## config.mk

```make
export PLATFORM = sky130hd
export DESIGN_NAME = xbar_serial_receiver
export DESIGN_NICKNAME = d
export VERILOG_FILES = /design/src/rtl/xbar_pkg.sv /design/src/rtl/xbar_rx_lane.sv /design/src/rtl/xbar_serial_receiver.sv
export SDC_FILE = /design/constraint.sdc
export NUM_CORES = 1
export LEC_CHECK = 0
export CAP_MARGIN = 10
export CORE_ASPECT_RATIO = 0.6
export CORE_MARGIN = 2
export CORE_UTILIZATION = 50
export DETAILED_ROUTE_END_ITERATION = 10
export GPL_TIMING_DRIVEN = 0
export PLACE_DENSITY = 0.74
export SLEW_MARGIN = 20
export SYNTH_ARGS = -nofsm -noshare
export SYNTH_HDL_FRONTEND = slang
export SYNTH_HIERARCHICAL = 1
export SYNTH_SLANG_ARGS = --single-unit
```

## constraint.sdc

```tcl
create_clock -name clk -period 0.8 [get_ports clk]
set_input_delay 0.16 -clock clk [delete_from_list [all_inputs] [get_ports clk]]
set_output_delay 0.16 -clock clk [all_outputs]
set_load 0.01 [all_outputs]
```

## src/rtl/xbar_pkg.sv

```systemverilog
// Shared constants and types for the crossbar serial receive path.
// Optional build macro used by this slice: RX_FRAME_CHECK_EN.
package xbar_pkg;

    localparam int ports        = 4;
    localparam int packet_width = 8;

    typedef logic [packet_width-1:0] packet;

    // One start bit, packet_width data bits, one stop bit.
    localparam int FRAME = packet_width + 2;

endpackage

```

## src/rtl/xbar_rx_lane.sv

```systemverilog
// One serial lane: shift register, word capture on the strobe, and an
// optional start/stop check enabled by RX_FRAME_CHECK_EN.
module xbar_rx_lane
    import xbar_pkg::*;
#(
    parameter int PACKET_WIDTH = packet_width
) (
    input  logic                    clk,
    input  logic                    rst,
    input  logic                    clk10,
    input  logic                    serial_in,
    output logic [PACKET_WIDTH-1:0] data,
    output logic                    data_vld
`ifdef RX_FRAME_CHECK_EN
    ,
    output logic                    frame_err
`endif
);

    // Start bit plus data bits; the stop bit is on the line during the strobe cycle.
    logic [PACKET_WIDTH:0]   r_sh;
    logic [PACKET_WIDTH-1:0] r_data;
    logic                    r_vld;

    // Shift every cycle; reset refills with idle ones so a partial frame after release reads as 1s.
    always_ff @(posedge clk) begin
        if (rst) begin
            r_sh <= '1;
        end else begin
            r_sh <= {r_sh[PACKET_WIDTH-1:0], serial_in};
        end
    end

    // Capture the data bits preceding the stop bit on each strobe; clk10 is ignored during reset.
    always_ff @(posedge clk) begin
        if (rst) begin
            r_data <= '0;
            r_vld  <= 1'b0;
        end else if (clk10) begin
            r_data <= r_sh[PACKET_WIDTH-1:0];
            r_vld  <= 1'b1;
        end else begin
            r_vld  <= 1'b0;
        end
    end

`ifdef RX_FRAME_CHECK_EN
    logic r_frame_err;

    // Flag a non-zero start bit or a non-one stop bit; data still updates on error.
    always_ff @(posedge clk) begin
        if (rst) begin
            r_frame_err <= 1'b0;
        end else if (clk10) begin
            r_frame_err <= r_sh[PACKET_WIDTH] | ~serial_in;
        end
    end

    assign frame_err = r_frame_err;
`endif

    assign data     = r_data;
    assign data_vld = r_vld;

endmodule

```

## src/rtl/xbar_serial_receiver.sv

```systemverilog
// Crossbar output-side deserializer: PORTS independent serial lanes, all
// frame-aligned to the clk10 word strobe, presented together on data.
// Valid/ready note: there is no ready; data_vld is a one-cycle pulse in the
// cycle data changes, and data holds until the next strobe.
// Optional build macro: RX_FRAME_CHECK_EN adds the frame_err output.
module xbar_serial_receiver
    import xbar_pkg::*;
#(
    parameter int PORTS        = ports,
    parameter int PACKET_WIDTH = packet_width
) (
    input  logic                          clk,
    input  logic                          rst,
    input  logic                          clk10,
    input  logic [PORTS-1:0]              serial_in,
    output logic [PORTS*PACKET_WIDTH-1:0] data,
    output logic                          data_vld
`ifdef RX_FRAME_CHECK_EN
    ,
    output logic [PORTS-1:0]              frame_err
`endif
);

    logic [PORTS-1:0] w_lane_vld;

    // One lane per port; all lanes share the strobe and reset so they update together.
    for (genvar g = 0; g < PORTS; g++) begin : g_lane
        xbar_rx_lane #(
            .PACKET_WIDTH (PACKET_WIDTH)
        ) u_lane (
            .clk       (clk),
            .rst       (rst),
            .clk10     (clk10),
            .serial_in (serial_in[g]),
            .data      (data[g*PACKET_WIDTH +: PACKET_WIDTH]),
            .data_vld  (w_lane_vld[g])
`ifdef RX_FRAME_CHECK_EN
            ,
            .frame_err (frame_err[g])
`endif
        );
    end

    // Lanes pulse in lockstep, so the combined strobe is simply their AND.
    assign data_vld = &w_lane_vld;

endmodule

```

* Word level (Yosys, flattened, before mapping) *
Cells that the tools add are included.

cells by class
  multiplexer cells = 1

operators with widths
  cell               number
  1-bit two-way mux  1

word-level totals
  word-level logic and storage cells = 10
  input port bits = 7
  output and inout bits = 33
  register bits = 65

* Logic depth before layout (Yosys ltp) *
  word-level depth = 1
  gate-level depth with buffers = 3
  depth with buffers taken out = 2

* Hierarchy *
Netlist, hierarchy kept.

modules (own cells, without submodules)
  module                cells each  area each (µm²)  sequential area each (µm²)  instances
  xbar_rx_lane          44          531.8            340.3                       4
  xbar_serial_receiver  1           8.8              0.0                         1

* Least setup slack after synthesis *
No wires, ideal clock.

  path kind = register to register
  start = register g_lane[0].u_lane.r_sh[0]
  end = register g_lane[0].u_lane.r_sh[1]
  cell stages (with the launch flop) = 2
  library setup time = 0.123 ns
  buffers on the path = 0
  setup slack = 0.124 ns
  arrival time = 0.553 ns
  path through = dfxtp_1 or2_2

RTL lines
  what                    RTL line            source
  start, declared         xbar_rx_lane.sv:21  logic [PACKET_WIDTH:0] r_sh;
  start signal, assigned  xbar_rx_lane.sv:30  r_sh <= {r_sh[PACKET_WIDTH-1:0], serial_in};

No word-level cell between the ends.

* Worst setup path in the final report *
  start = register g_lane[2].u_lane.r_vld
  end = output data_vld

RTL lines
  what                    RTL line                    source
  start, declared         xbar_rx_lane.sv:23          logic r_vld;
  start signal, assigned  xbar_rx_lane.sv:38          r_vld <= 1'b0;
  start signal, assigned  xbar_rx_lane.sv:41          r_vld <= 1'b1;
  start signal, assigned  xbar_rx_lane.sv:43          r_vld <= 1'b0;
  end, declared           xbar_serial_receiver.sv:17  output logic data_vld

No word-level cell between the ends.

==> metrics.txt <==
# TYPE chip_impl_metric gauge
chip_impl_metric{name="synth-adder-area-share",unit=""} 0
chip_impl_info{name="worstSetupStartpointType",value="flip-flop"} 1
chip_impl_metric{name="cts-htree-levels",unit=""} 3
chip_impl_metric{name="drt_drc_violations_left",unit=""} 0
chip_impl_info{name="post_synth_most_frequent_cells",value="68 x sky130_fd_sc_hd__dfxtp_1, 32 x sky130_fd_sc_hd__mux2i_1, 32 x sky130_fd_sc_hd__nor2_1, 24 x sky130_fd_sc_hd__or2_2"} 1
chip_impl_metric{name="design_area",unit="mm^2"} 0.002845
chip_impl_metric{name="routed_via_density",unit=""} 4.592
chip_impl_metric{name="antenna-diode-count",unit=""} 0
chip_impl_metric{name="gp_congestion",unit=""} 0.7123
chip_impl_metric{name="tritoncts.num_buffers",unit=""} 9
chip_impl_metric{name="boundaryPins",unit=""} 40
chip_impl_metric{name="layout_worst_path_cycle_share",unit=""} 1.395
chip_impl_info{name="yosys.cell_count.top_type",value="sky130_fd_sc_hd__dfxtp_1"} 1
chip_impl_metric{name="grt_remaining_overflow",unit=""} 0
chip_impl_metric{name="synthToLayoutAreaGrowth",unit="%"} 33.22
chip_impl_metric{name="vias_in_the_first_global_route",unit=""} 1304
chip_impl_metric{name="cts.reportedPaths.clkPinSlew",unit="ps"} 60
chip_impl_info{name="startpoint_of_the_most_critical_hold_path",value="clk10"} 1
chip_impl_metric{name="chipWidth",unit="um"} 88.38
chip_impl_metric{name="seq_area_frac_synth",unit=""} 0.6374
chip_impl_metric{name="synth_enable_flop_cells",unit=""} 0
chip_impl_metric{name="die_h",unit="um"} 54.63
chip_impl_metric{name="holdPathStages",unit=""} 2
chip_impl_metric{name="ys_ff_latch",unit=""} 68
chip_impl_metric{name="peakVddDrop",unit="mV"} 1.438
chip_impl_metric{name="synth_compound_area_frac",unit=""} 0
chip_impl_info{name="cts_tree",value="done"} 1
chip_impl_metric{name="detailed_place_hpwl",unit="mm"} 2.451
chip_impl_metric{name="cap_violations",unit=""} 0
chip_impl_metric{name="wirelength",unit="mm"} 3.706
chip_impl_metric{name="worst_slew_pin_slew",unit="ps"} 506.1
chip_impl_metric{name="ff2ff_setup_slack",unit="ps"} 60
chip_impl_info{name="min_delay_path_class",value="input port to flip-flop"} 1
chip_impl_metric{name="yosysWarningCount",unit=""} 6
chip_impl_metric{name="layout_setup_ws",unit="ps"} -315.8
chip_impl_metric{name="power_density",unit="mW/mm^2"} 2370
chip_impl_metric{name="avgSynthCellArea",unit="um^2"} 12.07
chip_impl_info{name="end_kind",value="output port"} 1
chip_impl_info{name="outcome",value="complete, but fails checks"} 1
chip_impl_info{name="worstPathCellList",value="and4_1, buf_2"} 1
chip_impl_metric{name="drt-wirelength-per-cell",unit="um"} 12.69
chip_impl_metric{name="drive_gt1_frac",unit=""} 0.5043
chip_impl_info{name="startpoint_of_the_most_critical_register_to_register_path",value="g_lane[1].u_lane/data[4]$_SDFFE_PP0P_"} 1
chip_impl_metric{name="drt-initial-drc-count",unit=""} 41
chip_impl_metric{name="grtUsageTotal",unit=""} 0.1801
chip_impl_metric{name="final.fill_count",unit=""} 309
chip_impl_metric{name="path_max_fanout",unit=""} 1
chip_impl_metric{name="fraction_of_registers_with_async_set_or_reset_after_synthesis",unit=""} 0
chip_impl_metric{name="clock_sinks",unit=""} 68
chip_impl_metric{name="synth.mux.area_fraction",unit=""} 0.1500
chip_impl_metric{name="netlist_area",unit="mm^2"} 0.002136
chip_impl_metric{name="die-area",unit="mm^2"} 0.004827
chip_impl_metric{name="hold_violations",unit=""} 0
chip_impl_metric{name="tns",unit="ps"} -4464
chip_impl_metric{name="mappedNetlistNets",unit=""} 184
chip_impl_info{name="cp_slowest_cell",value="sky130_fd_sc_hd__dfxtp_1"} 1
chip_impl_metric{name="cellLeakagePower",unit="nW"} 1.254
chip_impl_metric{name="detailroute.via_count",unit=""} 1341
chip_impl_info{name="ys.flop_type",value="sky130_fd_sc_hd__dfxtp_1"} 1
chip_impl_metric{name="ctsLongestPathBuffers",unit=""} 2
chip_impl_metric{name="firstDrtPassIters",unit=""} 4
chip_impl_info{name="crit_type",value="flip-flop to output port"} 1
chip_impl_metric{name="slew_viol_final",unit=""} 0
chip_impl_metric{name="synth_cells",unit=""} 177
chip_impl_metric{name="clock_latency",unit="ps"} 330
chip_impl_metric{name="timing.reg2reg.worst_path_depth",unit=""} 3
chip_impl_metric{name="dpl_cell_area",unit="mm^2"} 0.002591
chip_impl_metric{name="initial_antenna_violation_count",unit=""} 0
chip_impl_metric{name="ys_types",unit=""} 8
chip_impl_metric{name="fin_nets",unit=""} 235
chip_impl_metric{name="port-buffer-count",unit=""} 38
chip_impl_metric{name="starting_density_of_the_core",unit=""} 0.5211
chip_impl_metric{name="synth_largest_type_area_fraction",unit=""} 0.6374
chip_impl_info{name="endpoint_with_the_worst_hold_slack",value="g_lane[0].u_lane/data_vld$_SDFF_PP0_"} 1
chip_impl_metric{name="synthSimpleGateAreaFrac",unit=""} 0.1705
chip_impl_metric{name="max_stage_delay",unit="ps"} 300
chip_impl_metric{name="arrival",unit="ps"} 960
chip_impl_info{name="dominant_combinational_cell_family_by_area_after_synthesis",value="simple AND/OR/NAND/NOR gates"} 1
chip_impl_metric{name="floorplan.rows",unit=""} 18
chip_impl_metric{name="floorplan.core_area",unit="mm^2"} 0.004099
chip_impl_metric{name="cp_data_required_time",unit="ps"} 640
chip_impl_metric{name="global_route_wire_length_before_repair",unit="mm"} 6.037
chip_impl_metric{name="fin_hold_ws",unit="ps"} 135.7
chip_impl_metric{name="max-slew-margin-rel",unit=""} 0.6626
chip_impl_metric{name="yosys.area_share.xor_xnor",unit=""} 0
chip_impl_metric{name="finalSetupViolations",unit=""} 33
chip_impl_info{name="unrepaired_setup_endpoints_after_global_routing",value="yes"} 1
chip_impl_info{name="failed_checks",value="setup timing"} 1
chip_impl_info{name="synth_top_area_cell",value="sky130_fd_sc_hd__dfxtp_1"} 1
chip_impl_info{name="clock-root-buffer",value="sky130_fd_sc_hd__clkbuf_8"} 1
chip_impl_info{name="worst_r2r_endpoint",value="g_lane[1].u_lane/data[4]$_SDFFE_PP0P_"} 1
chip_impl_metric{name="postRouteAntennaNets",unit=""} 0
chip_impl_metric{name="dpl_worst_slack",unit="ps"} -1016
chip_impl_metric{name="clock.fmax",unit="GHz"} 0.8962
chip_impl_metric{name="grt_max_degree",unit=""} 33
chip_impl_metric{name="finClkSkew",unit="ps"} 3.593
chip_impl_info{name="post_synth_main_area_contributors",value="sky130_fd_sc_hd__dfxtp_1 64%, sky130_fd_sc_hd__mux2i_1 15%, sky130_fd_sc_hd__or2_2 7.0%"} 1
chip_impl_metric{name="post-route-min-period",unit="ps"} 1116
## flip-flops by register name, indices dropped and copies added (netlist names)
signal	flops
g_lane.u_lane/data	32
g_lane.u_lane/data_vld	4
g_lane.u_lane/r_sh	32
## per-stage QoR
stage                     power [W]  utilization  cells
after CTS                  0.006825       0.6941    292
after global placement     0.004325       0.6322    275
after detailed placement   0.004357       0.6322    275
after floorplan            0.004014            -    177
final                      0.006742       0.6941    292
after global routing       0.007056       0.6941    292
## power breakdown
part / switching (W) / total [W] / internal [W]
clock network: 0.00112 / 0.00239 / 0.00127
logic: 0.000269 / 0.000670 / 0.000401
registers: 0.000104 / 0.00368 / 0.00358
total: 0.00150 / 0.00674 / 0.00525
## per-layer routing
layer / global-route usage / vias up / part of all wire
met5: 0 / - / 0
met1: 0.2011 / 628 / 0.46
met4: 0.07576 / 0 / 0.012
li1: - / 673 / -
met3: 0.1011 / 8 / 0.059
met2: 0.2895 / 32 / 0.47
## cell type report
type / instances / area, um^2 / share of cell area
Clock buffer: 13 / 158.9 / 0.05585
Clock inverter: 2 / 10.01 / 0.003518
Timing Repair Buffer: 40 / 425.4 / 0.1495
Tap cell: 60 / 75.07 / 0.02639
Sequential cell: 68 / 1401 / 0.4925
Multi-Input combinational cell: 101 / 684.4 / 0.2405
Buffer: 8 / 90.09 / 0.03166
## cell families after synthesis
kind of cell           after synthesis
flip-flops                          68
buffers and inverters                8
AND/OR/NAND/NOR                     69
multiplexers                        32
## worst max-delay path by stage
stage,startpoint,to,slack (ps),cells past startpoint
floorplan,g_lane[0].u_lane/r_sh[0]$_SDFF_PP1_,g_lane[0].u_lane/r_sh[1]$_SDFF_PP1_,120,1
global placement,rst,g_lane[2].u_lane/r_sh[6]$_SDFF_PP1_,-1000,3
detailed placement,rst,g_lane[0].u_lane/r_sh[6]$_SDFF_PP1_,-1020,3
CTS,g_lane[1].u_lane/data_vld$_SDFF_PP0_,data_vld,-350,2
global route,g_lane[2].u_lane/data_vld$_SDFF_PP0_,data_vld,-380,2
finish,g_lane[2].u_lane/data_vld$_SDFF_PP0_,data_vld,-320,2
## worst max-delay path, delay by kind of cell, from the launching register on
| kind | cells | cell delay (ps) |
|---|---|---|
| buffers and inverters | 1 | 130 |
| DFF | 1 | 300 |
| and+or+nand+nor | 1 | 200 |
## placed cells by master, fill, tap and decap left out, drive strengths merged
cell	instances
dfxtp	68
buf	44
mux2i	32
nor2	32
or2	32
clkbuf	13
and2b	4
clkdlybuf4s50	4
clkinv	2
and4	1
## repair_timing
item                                    CTS  global route
setup buffers                             2             0
pin swaps                                 1             0
endpoints found under the setup margin  101            33
hold buffers                              0             0
gates resized for setup                 201             0
(Power assumes the default switching activity.)
